--- src/rtl/jpd_pkg.sv ---
// rtl/jpd_pkg.sv - shared types and helpers for the Johnson phase decoder
// Purpose: lock FSM state type, phase-width helper and ring-step helper.
// Ports: none (package).
package jpd_pkg;

  typedef enum logic [1:0] {
    UNLOCKED = 2'd0,
    ACQ      = 2'd1,
    LOCKED   = 2'd2
  } jpd_state_e;

  // Phase index width for a Johnson ring of 2*cnt_size phases.
  function automatic int ph_width(input int cnt_size);
    return $clog2(2 * cnt_size);
  endfunction

  // Successor phase on the ring; 2N-1 wraps to 0.
  function automatic int unsigned next_phase(input int unsigned p, input int unsigned ring_len);
    return (p + 1 == ring_len) ? 0 : p + 1;
  endfunction

endpackage

--- src/rtl/johnson_code_decode.sv ---
// rtl/johnson_code_decode.sv - combinational Johnson code to phase index decoder
// Purpose: classifies a CNT_SIZE-bit twisted-ring code as legal or not and
//          returns its phase index (MSB-first fill).
// Ports:
//   jc     in   CNT_SIZE  Johnson code
//   legal  out  1         code is one of the 2*CNT_SIZE ring states
//   phase  out  PH_W      phase index (meaningful only when legal)
module johnson_code_decode #(
  parameter int CNT_SIZE = 8,
  parameter int PH_W     = 4
) (
  input  logic [CNT_SIZE-1:0] jc,
  output logic                legal,
  output logic [PH_W-1:0]     phase
);

  logic [PH_W-1:0] ones;
  logic [PH_W-1:0] edges;

  always_comb begin
    ones  = '0;
    edges = '0;
    for (int i = 0; i < CNT_SIZE; i++) begin
      ones = ones + PH_W'(jc[i]);
    end
    // A ring state is one run of 1s and one run of 0s: at most one bit boundary.
    for (int i = 0; i < CNT_SIZE - 1; i++) begin
      edges = edges + PH_W'(jc[i] ^ jc[i+1]);
    end
    legal = (edges <= PH_W'(1));
    // Filling half (MSB set, or all zero) counts its 1s; draining half is 2N - ones.
    if (jc[CNT_SIZE-1] || (ones == '0)) begin
      phase = ones;
    end else begin
      phase = PH_W'(2 * CNT_SIZE) - ones;
    end
  end

endmodule

--- src/rtl/johnson_phase_decoder.sv ---
// rtl/johnson_phase_decoder.sv - Johnson count decoder with step check and lock FSM
// Purpose: registers phase index / one-hot strobe of each sampled Johnson code,
//          flags illegal codes and non +1 steps, tracks lock, pulses on revolution.
// Optional feature macro: JPD_ERR_CNT_EN (saturating error counter).
// Ports:
//   clk         in   1           clock
//   rst         in   1           asynchronous active-low reset
//   in_vld      in   1           jc_in is meaningful
//   jc_in       in   CNT_SIZE    Johnson code
//   err_clr     in   1           synchronous clear of err_cnt
//   phase       out  PH_W        decoded phase index
//   phase_vld   out  1           phase/phase_oh valid
//   phase_oh    out  2*CNT_SIZE  one-hot phase strobe
//   locked      out  1           lock FSM in LOCKED
//   cycle_done  out  1           wrap 2N-1 -> 0 while locked
//   code_err    out  1           illegal code pulse
//   step_err    out  1           legal code but not previous phase + 1
//   err_cnt     out  ERR_W       saturating error count
module johnson_phase_decoder
  import jpd_pkg::*;
#(
  parameter int CNT_SIZE = 8,
  parameter int PH_W     = ph_width(CNT_SIZE),
  parameter int LOCK_CNT = 4,
  parameter int ERR_W    = 8
) (
  input  logic                  clk,
  input  logic                  rst,
  input  logic                  in_vld,
  input  logic [CNT_SIZE-1:0]   jc_in,
  input  logic                  err_clr,
  output logic [PH_W-1:0]       phase,
  output logic                  phase_vld,
  output logic [2*CNT_SIZE-1:0] phase_oh,
  output logic                  locked,
  output logic                  cycle_done,
  output logic                  code_err,
  output logic                  step_err,
  output logic [ERR_W-1:0]      err_cnt
);

  localparam int RING = 2 * CNT_SIZE;

  logic            dec_legal;
  logic [PH_W-1:0] dec_phase;
  logic [PH_W-1:0] phase_succ;
  logic            sample_ok;
  logic            sample_bad;
  logic            step_good;
  logic            step_bad;
  logic            armed;
  logic [3:0]      gcnt;
  logic [3:0]      gcnt_inc;
  logic [RING-1:0] oh_d;
  jpd_state_e      state;

  johnson_code_decode #(
    .CNT_SIZE(CNT_SIZE),
    .PH_W    (PH_W)
  ) u_decode (
    .jc   (jc_in),
    .legal(dec_legal),
    .phase(dec_phase)
  );

  assign phase_succ = PH_W'(next_phase(32'(phase), RING));
  assign sample_ok  = in_vld & dec_legal;
  assign sample_bad = in_vld & ~dec_legal;
  // armed means the previous cycle held a legal sample, so phase is a valid reference.
  assign step_good  = sample_ok & armed & (dec_phase == phase_succ);
  assign step_bad   = sample_ok & armed & (dec_phase != phase_succ);
  assign gcnt_inc   = gcnt + 4'd1;
  assign locked     = (state == LOCKED);

  always_comb begin
    oh_d = '0;
    if (sample_ok) begin
      oh_d[dec_phase] = 1'b1;
    end
  end

  always_ff @(posedge clk or negedge rst) begin
    if (!rst) begin
      phase      <= '0;
      phase_vld  <= 1'b0;
      phase_oh   <= '0;
      cycle_done <= 1'b0;
      code_err   <= 1'b0;
      step_err   <= 1'b0;
      armed      <= 1'b0;
      gcnt       <= '0;
      state      <= UNLOCKED;
    end else begin
      phase_vld  <= sample_ok;
      phase_oh   <= oh_d;
      code_err   <= sample_bad;
      step_err   <= step_bad;
      armed      <= sample_ok;
      // A good step landing on 0 can only have come from 2N-1.
      cycle_done <= (state == LOCKED) & step_good & (dec_phase == '0);
      if (sample_ok) begin
        phase <= dec_phase;
      end
      case (state)
        UNLOCKED: begin
          if (sample_ok) begin
            state <= ACQ;
            gcnt  <= '0;
          end
        end
        ACQ: begin
          if (!sample_ok) begin
            state <= UNLOCKED;
          end else if (step_bad) begin
            gcnt <= '0;
          end else begin
            gcnt <= gcnt_inc;
            if (gcnt_inc == 4'(LOCK_CNT)) begin
              state <= LOCKED;
            end
          end
        end
        LOCKED: begin
          if (!sample_ok) begin
            state <= UNLOCKED;
          end else if (step_bad) begin
            // Lock is lost, but the new code is legal, so acquisition reseeds from it at once.
            state <= ACQ;
            gcnt  <= '0;
          end
        end
        default: state <= UNLOCKED;
      endcase
    end
  end

`ifdef JPD_ERR_CNT_EN
  always_ff @(posedge clk or negedge rst) begin
    if (!rst) begin
      err_cnt <= '0;
    end else if (err_clr) begin
      err_cnt <= '0;
    end else if ((sample_bad | step_bad) && (err_cnt != '1)) begin
      err_cnt <= err_cnt + ERR_W'(1);
    end
  end
`else
  logic unused_err_clr;
  assign unused_err_clr = err_clr;
  assign err_cnt        = '0;
`endif

endmodule

--- config.mk ---
export PLATFORM = sky130hd
export DESIGN_NAME = johnson_phase_decoder
export DESIGN_NICKNAME = d
export VERILOG_FILES = /design/src/rtl/jpd_pkg.sv /design/src/rtl/johnson_code_decode.sv /design/src/rtl/johnson_phase_decoder.sv
export SDC_FILE = /design/constraint.sdc
export NUM_CORES = 1
export LEC_CHECK = 0
export ABC_AREA = 0
export BUFFER_PORTS_ARGS = -buffer_cell sky130_fd_sc_hd__buf_4
export CORE_ASPECT_RATIO = 0.75
export CORE_UTILIZATION = 45
export CTS_BUF_LIST = sky130_fd_sc_hd__clkbuf_4 sky130_fd_sc_hd__clkbuf_8
export CTS_CLUSTER_DIAMETER = 60
export DETAILED_ROUTE_END_ITERATION = 7
export GPL_TIMING_DRIVEN = 0
export HOLD_SLACK_MARGIN = 0.12
export PLACE_DENSITY_LB_ADDON = 0.3
export SETUP_SLACK_MARGIN = 0.5
export SLEW_MARGIN = 20
export SYNTH_ARGS = -nofsm -noshare
export SYNTH_HDL_FRONTEND = slang
export SYNTH_HIERARCHICAL = 1
export SYNTH_SLANG_ARGS = --single-unit
--- constraint.sdc ---
create_clock -name clk -period 2.6 [get_ports clk]
set_input_delay 0.52 -clock clk [delete_from_list [all_inputs] [get_ports clk]]
set_output_delay 0.52 -clock clk [all_outputs]
set_load 0.05 [all_outputs]
==> results.yml <==
run_status:
  outcome: "finished with violations"
  failed_checks: "negative setup slack"
grt:
  aggregate_global_routing_overflow: 0
  largest_net_degree_at_the_start_of_global_routing: 31
  grt_antenna_before_repair: 0
  total_routing_usage_gr_pct: 22.9
  grt_pass1_wl_mm: 7.11
  first_global_vias: 1435
worst_setup_path:
  critical_path_data_required_time_ns: 2.82
  crit_fanout: 5
  cp-end-kind: "flip-flop"
  worstRegToRegCells: 5
  timing.setup.critical_path_class: "in2reg"
  data_arrival_time_at_the_worst_slack_endpoint_ns: 4.86
  crit-reg2reg-launch: "phase[0]"
  start_kind: "input port"
  r2r_setup_slack_ns: 0.65
  regToRegEndpoint: "gcnt[2]"
routing:
  dr_total_vias: 1548
  initialDrtViolationCount: 118
  antenna_violating_nets_post_route: 0
  post_drt_wl_per_cell_um: 15.7
  drt_drc_violations_left: 0
  post_drt_via_cell_ratio: 5.03
  dr.pass1.iters: 4
  wl_mm: 4.84
pwr:
  powerDensity_nw_per_um2: 1120
  ir_worst_vdd_mv: 0.973
  power_w: 0.00324
  p_leak_nw: 1.47
floorplanning:
  die_area_sq_um: 4300
  initial_utilization_pct: 48.4
  fp.dieH_um: 57.0
  fp-row-count: 19
  io_pins: 45
  chipWidth_um: 75.4
  core_region_area_sq_um: 3760
yosys:
  synthesized_area_fraction_occupied_by_adder_cells_pct: 14.3
  yosys-mux-area-fraction_pct: 0
  synth.distinct_cells: 40
  synth-edff-count: 0
  synth-compound-area-share_pct: 8.75
  synth_simple_gate_area_share_pct: 19.8
  synth_area_per_cell_sq_um: 9.98
  synthesis.instances: 182
  synthXorXnorAreaFrac_pct: 7.51
  synth_top_family_by_area: "simple AND/OR/NAND/NOR gates"
  dominantRegCellSynth: "sky130_fd_sc_hd__dfrtp_1"
  ys_ff_latch: 30
  async_reset_ff_share_pct: 100
  post_synth_instance_area_sq_um: 1820
  ys_seq_area_share_pct: 41.3
  yosys_warnings: 6
sta:
  finalCriticalPeriod_ns: 4.64
  rsz_0062_raised_after_global_routing: "yes"
  tns_ns: -47.59
  final_setup_margin_ns: -2.04
  final_max_slew_viol_count: 0
  timing_hold_violations_final: 0
  worst_clock_skew_ns: 0.00545
  final_worst_path_cycle_share_pct: 178
  setup-violations-final: 30
  max_clk_rate_mhz: 216
hold_path:
  hold_path.class: "in2async"
clocking:
  cts.path.max_buffers: 2
  htree_num_levels: 2
  clkSinkCount: 30
  tritoncts: "done"
  clockRootBuffer: "sky130_fd_sc_hd__clkbuf_8"
  cts.reportedPaths.clkPinSlew_ns: 0.06
  numCtsBuffers: 5
  clk-insertion-delay-late_ns: 0.29
finish:
  areaGrowthSynthToFinish_pct: 59.8
  drive_above_1_share_pct: 50.4
  layout.cell_area.non_filler_sq_um: 2900
  num_antenna_cells: 0
  final_nets: 283
placement:
  detailedPlacementHpwl_mm: 2.91
  gp_congestion: 0.880
  port_buffers: 35
  area_after_dpl_sq_um: 2290
job:
  max_cap_viol_count: 0
[cell usage after synthesis (2+ instances only)]
library cell               count  area [sq um]
sky130_fd_sc_hd__nand2b_1      5          31.3
sky130_fd_sc_hd__xor2_1        4          35.0
sky130_fd_sc_hd__nor2b_1       4          25.0
sky130_fd_sc_hd__o311a_1       2          20.0
sky130_fd_sc_hd__xnor2_1       9          78.8
sky130_fd_sc_hd__inv_1        16          60.1
sky130_fd_sc_hd__buf_4        10          75.1
sky130_fd_sc_hd__dfrtp_1      30           751
sky130_fd_sc_hd__nor2_1       21          78.8
sky130_fd_sc_hd__a21oi_1       3          15.0
sky130_fd_sc_hd__fa_1          8           160
sky130_fd_sc_hd__and4_1        2          17.5
sky130_fd_sc_hd__ha_1          8           100
sky130_fd_sc_hd__nor3_1        4          20.0
sky130_fd_sc_hd__nor4b_1       2          17.5
sky130_fd_sc_hd__a211o_1       3          26.3
sky130_fd_sc_hd__a21o_1        3          22.5
sky130_fd_sc_hd__nand3_1       5          25.0
sky130_fd_sc_hd__and3_1        3          18.8
sky130_fd_sc_hd__a31oi_1       2          12.5
sky130_fd_sc_hd__nand2_1      19          71.3
[flip-flops by register name (all words and copies together), names as in the netlist]
| register | flops |
|---|---|
| armed | 1 |
| cycle_done | 1 |
| state | 2 |
| gcnt | 4 |
| phase | 4 |
| code_err | 1 |
| phase_oh | 16 |
| step_err | 1 |
[what timing repair did]
item                                    4_1_cts  5_1_grt
endpoints found under the setup margin       30       30
resized for setup                            33       30
cloned                                        0        0
buffers inserted                             17        7
hold buffers                                  0        0
pin swaps                                    26       31
[area by class of cell]
type,count,area (sq um)
flip-flops and latches,30,751
well taps,52,65.1
repair buffers,59,527
inverters,18,80.1
clock inverters,2,60.1
clock buffers,6,82.6
multi-input cells,130,1250
plain buffers,11,83.8
fillers,208,853
[worst max-delay path by stage]
stage	startpoint	end	slack, ns	cells after the start
2_1_floorplan	jc_in[0]	gcnt[3]	-2.09	17
3_3_place_gp	jc_in[0]	gcnt[2]	-2.52	19
3_5_place_dp	jc_in[0]	gcnt[1]	-2.59	19
4_1_cts	jc_in[3]	gcnt[3]	-2.06	19
5_1_grt	jc_in[0]	gcnt[0]	-2.20	22
6_report	jc_in[0]	gcnt[1]	-2.04	20
[layout by cell type (no fill, tap or decap), drive strengths merged, types with 2 or more instances in the layout]
master  Yosys  layout
a211o       3       3
a21o        3       3
a21oi       3       3
a31oi       2       2
and3        3       3
and4        2       2
buf        11      70
bufinv      0       2
clkbuf      0       6
conb        1       8
dfrtp      30      30
fa          8       8
ha          8       8
inv        17      17
nand2      19      19
nand2b      5       5
nand3       5       5
nor2       22      22
nor2b       4       4
nor3        4       4
nor4b       2       2
o311a       2       2
xnor2       9       9
xor2        4       4
[logic make-up after synthesis]
kind of cell	after synthesis
flip-flops	30
AND/OR/NAND/NOR	72
XOR/XNOR	14
buffers and inverters	29
adder cells (fa/ha/maj)	16
other	1
AO/OA/AOI/OAI	20
[per-layer routing]
metal	track usage [%]	vias to the layer above	share of wire [%]
li1	-	737	-
met1	32.6	748	46
met2	34.4	57	47
met3	7.07	6	6.3
met4	5.56	0	1.4
met5	0	-	0
[where the power goes]
group          internal [W]  switching (W)  total (W)
Combinational      0.000931        0.00111    0.00204
Sequential         0.000533      0.0000850   0.000618
Clock              0.000408       0.000173   0.000581
Total               0.00187        0.00136    0.00324
[per-stage QoR]
stage	cells	setup slack (ns)	hold WS [ns]	utilization [%]
CTS	301	-2.06	0.156	72.4
global route	308	-2.20	0.176	77.3
detailed placement	276	-2.59	0.461	61.1
finish	308	-2.04	0.142	77.3
floorplan	189	-2.09	0.224	-
global placement	276	-2.52	0.465	61.1
[worst max-delay path, cell delays in order]
cell	delay [ns]
sky130_fd_sc_hd__buf_8	0.10
sky130_fd_sc_hd__fa_1	0.56
sky130_fd_sc_hd__inv_2	0.04
sky130_fd_sc_hd__fa_1	0.49
sky130_fd_sc_hd__fa_1	0.42
sky130_fd_sc_hd__inv_2	0.08
sky130_fd_sc_hd__ha_4	0.14
sky130_fd_sc_hd__inv_2	0.04
sky130_fd_sc_hd__fa_2	0.61
sky130_fd_sc_hd__ha_4	0.16
sky130_fd_sc_hd__nor2_4	0.05
sky130_fd_sc_hd__buf_6	0.11
sky130_fd_sc_hd__a222oi_1	0.31
sky130_fd_sc_hd__nand3_2	0.13
sky130_fd_sc_hd__buf_6	0.14
sky130_fd_sc_hd__xnor2_4	0.18
sky130_fd_sc_hd__nand3_4	0.11
sky130_fd_sc_hd__o21ai_4	0.23
sky130_fd_sc_hd__a21o_1	0.27
sky130_fd_sc_hd__a211o_1	0.16
(Power assumes the default switching activity.)
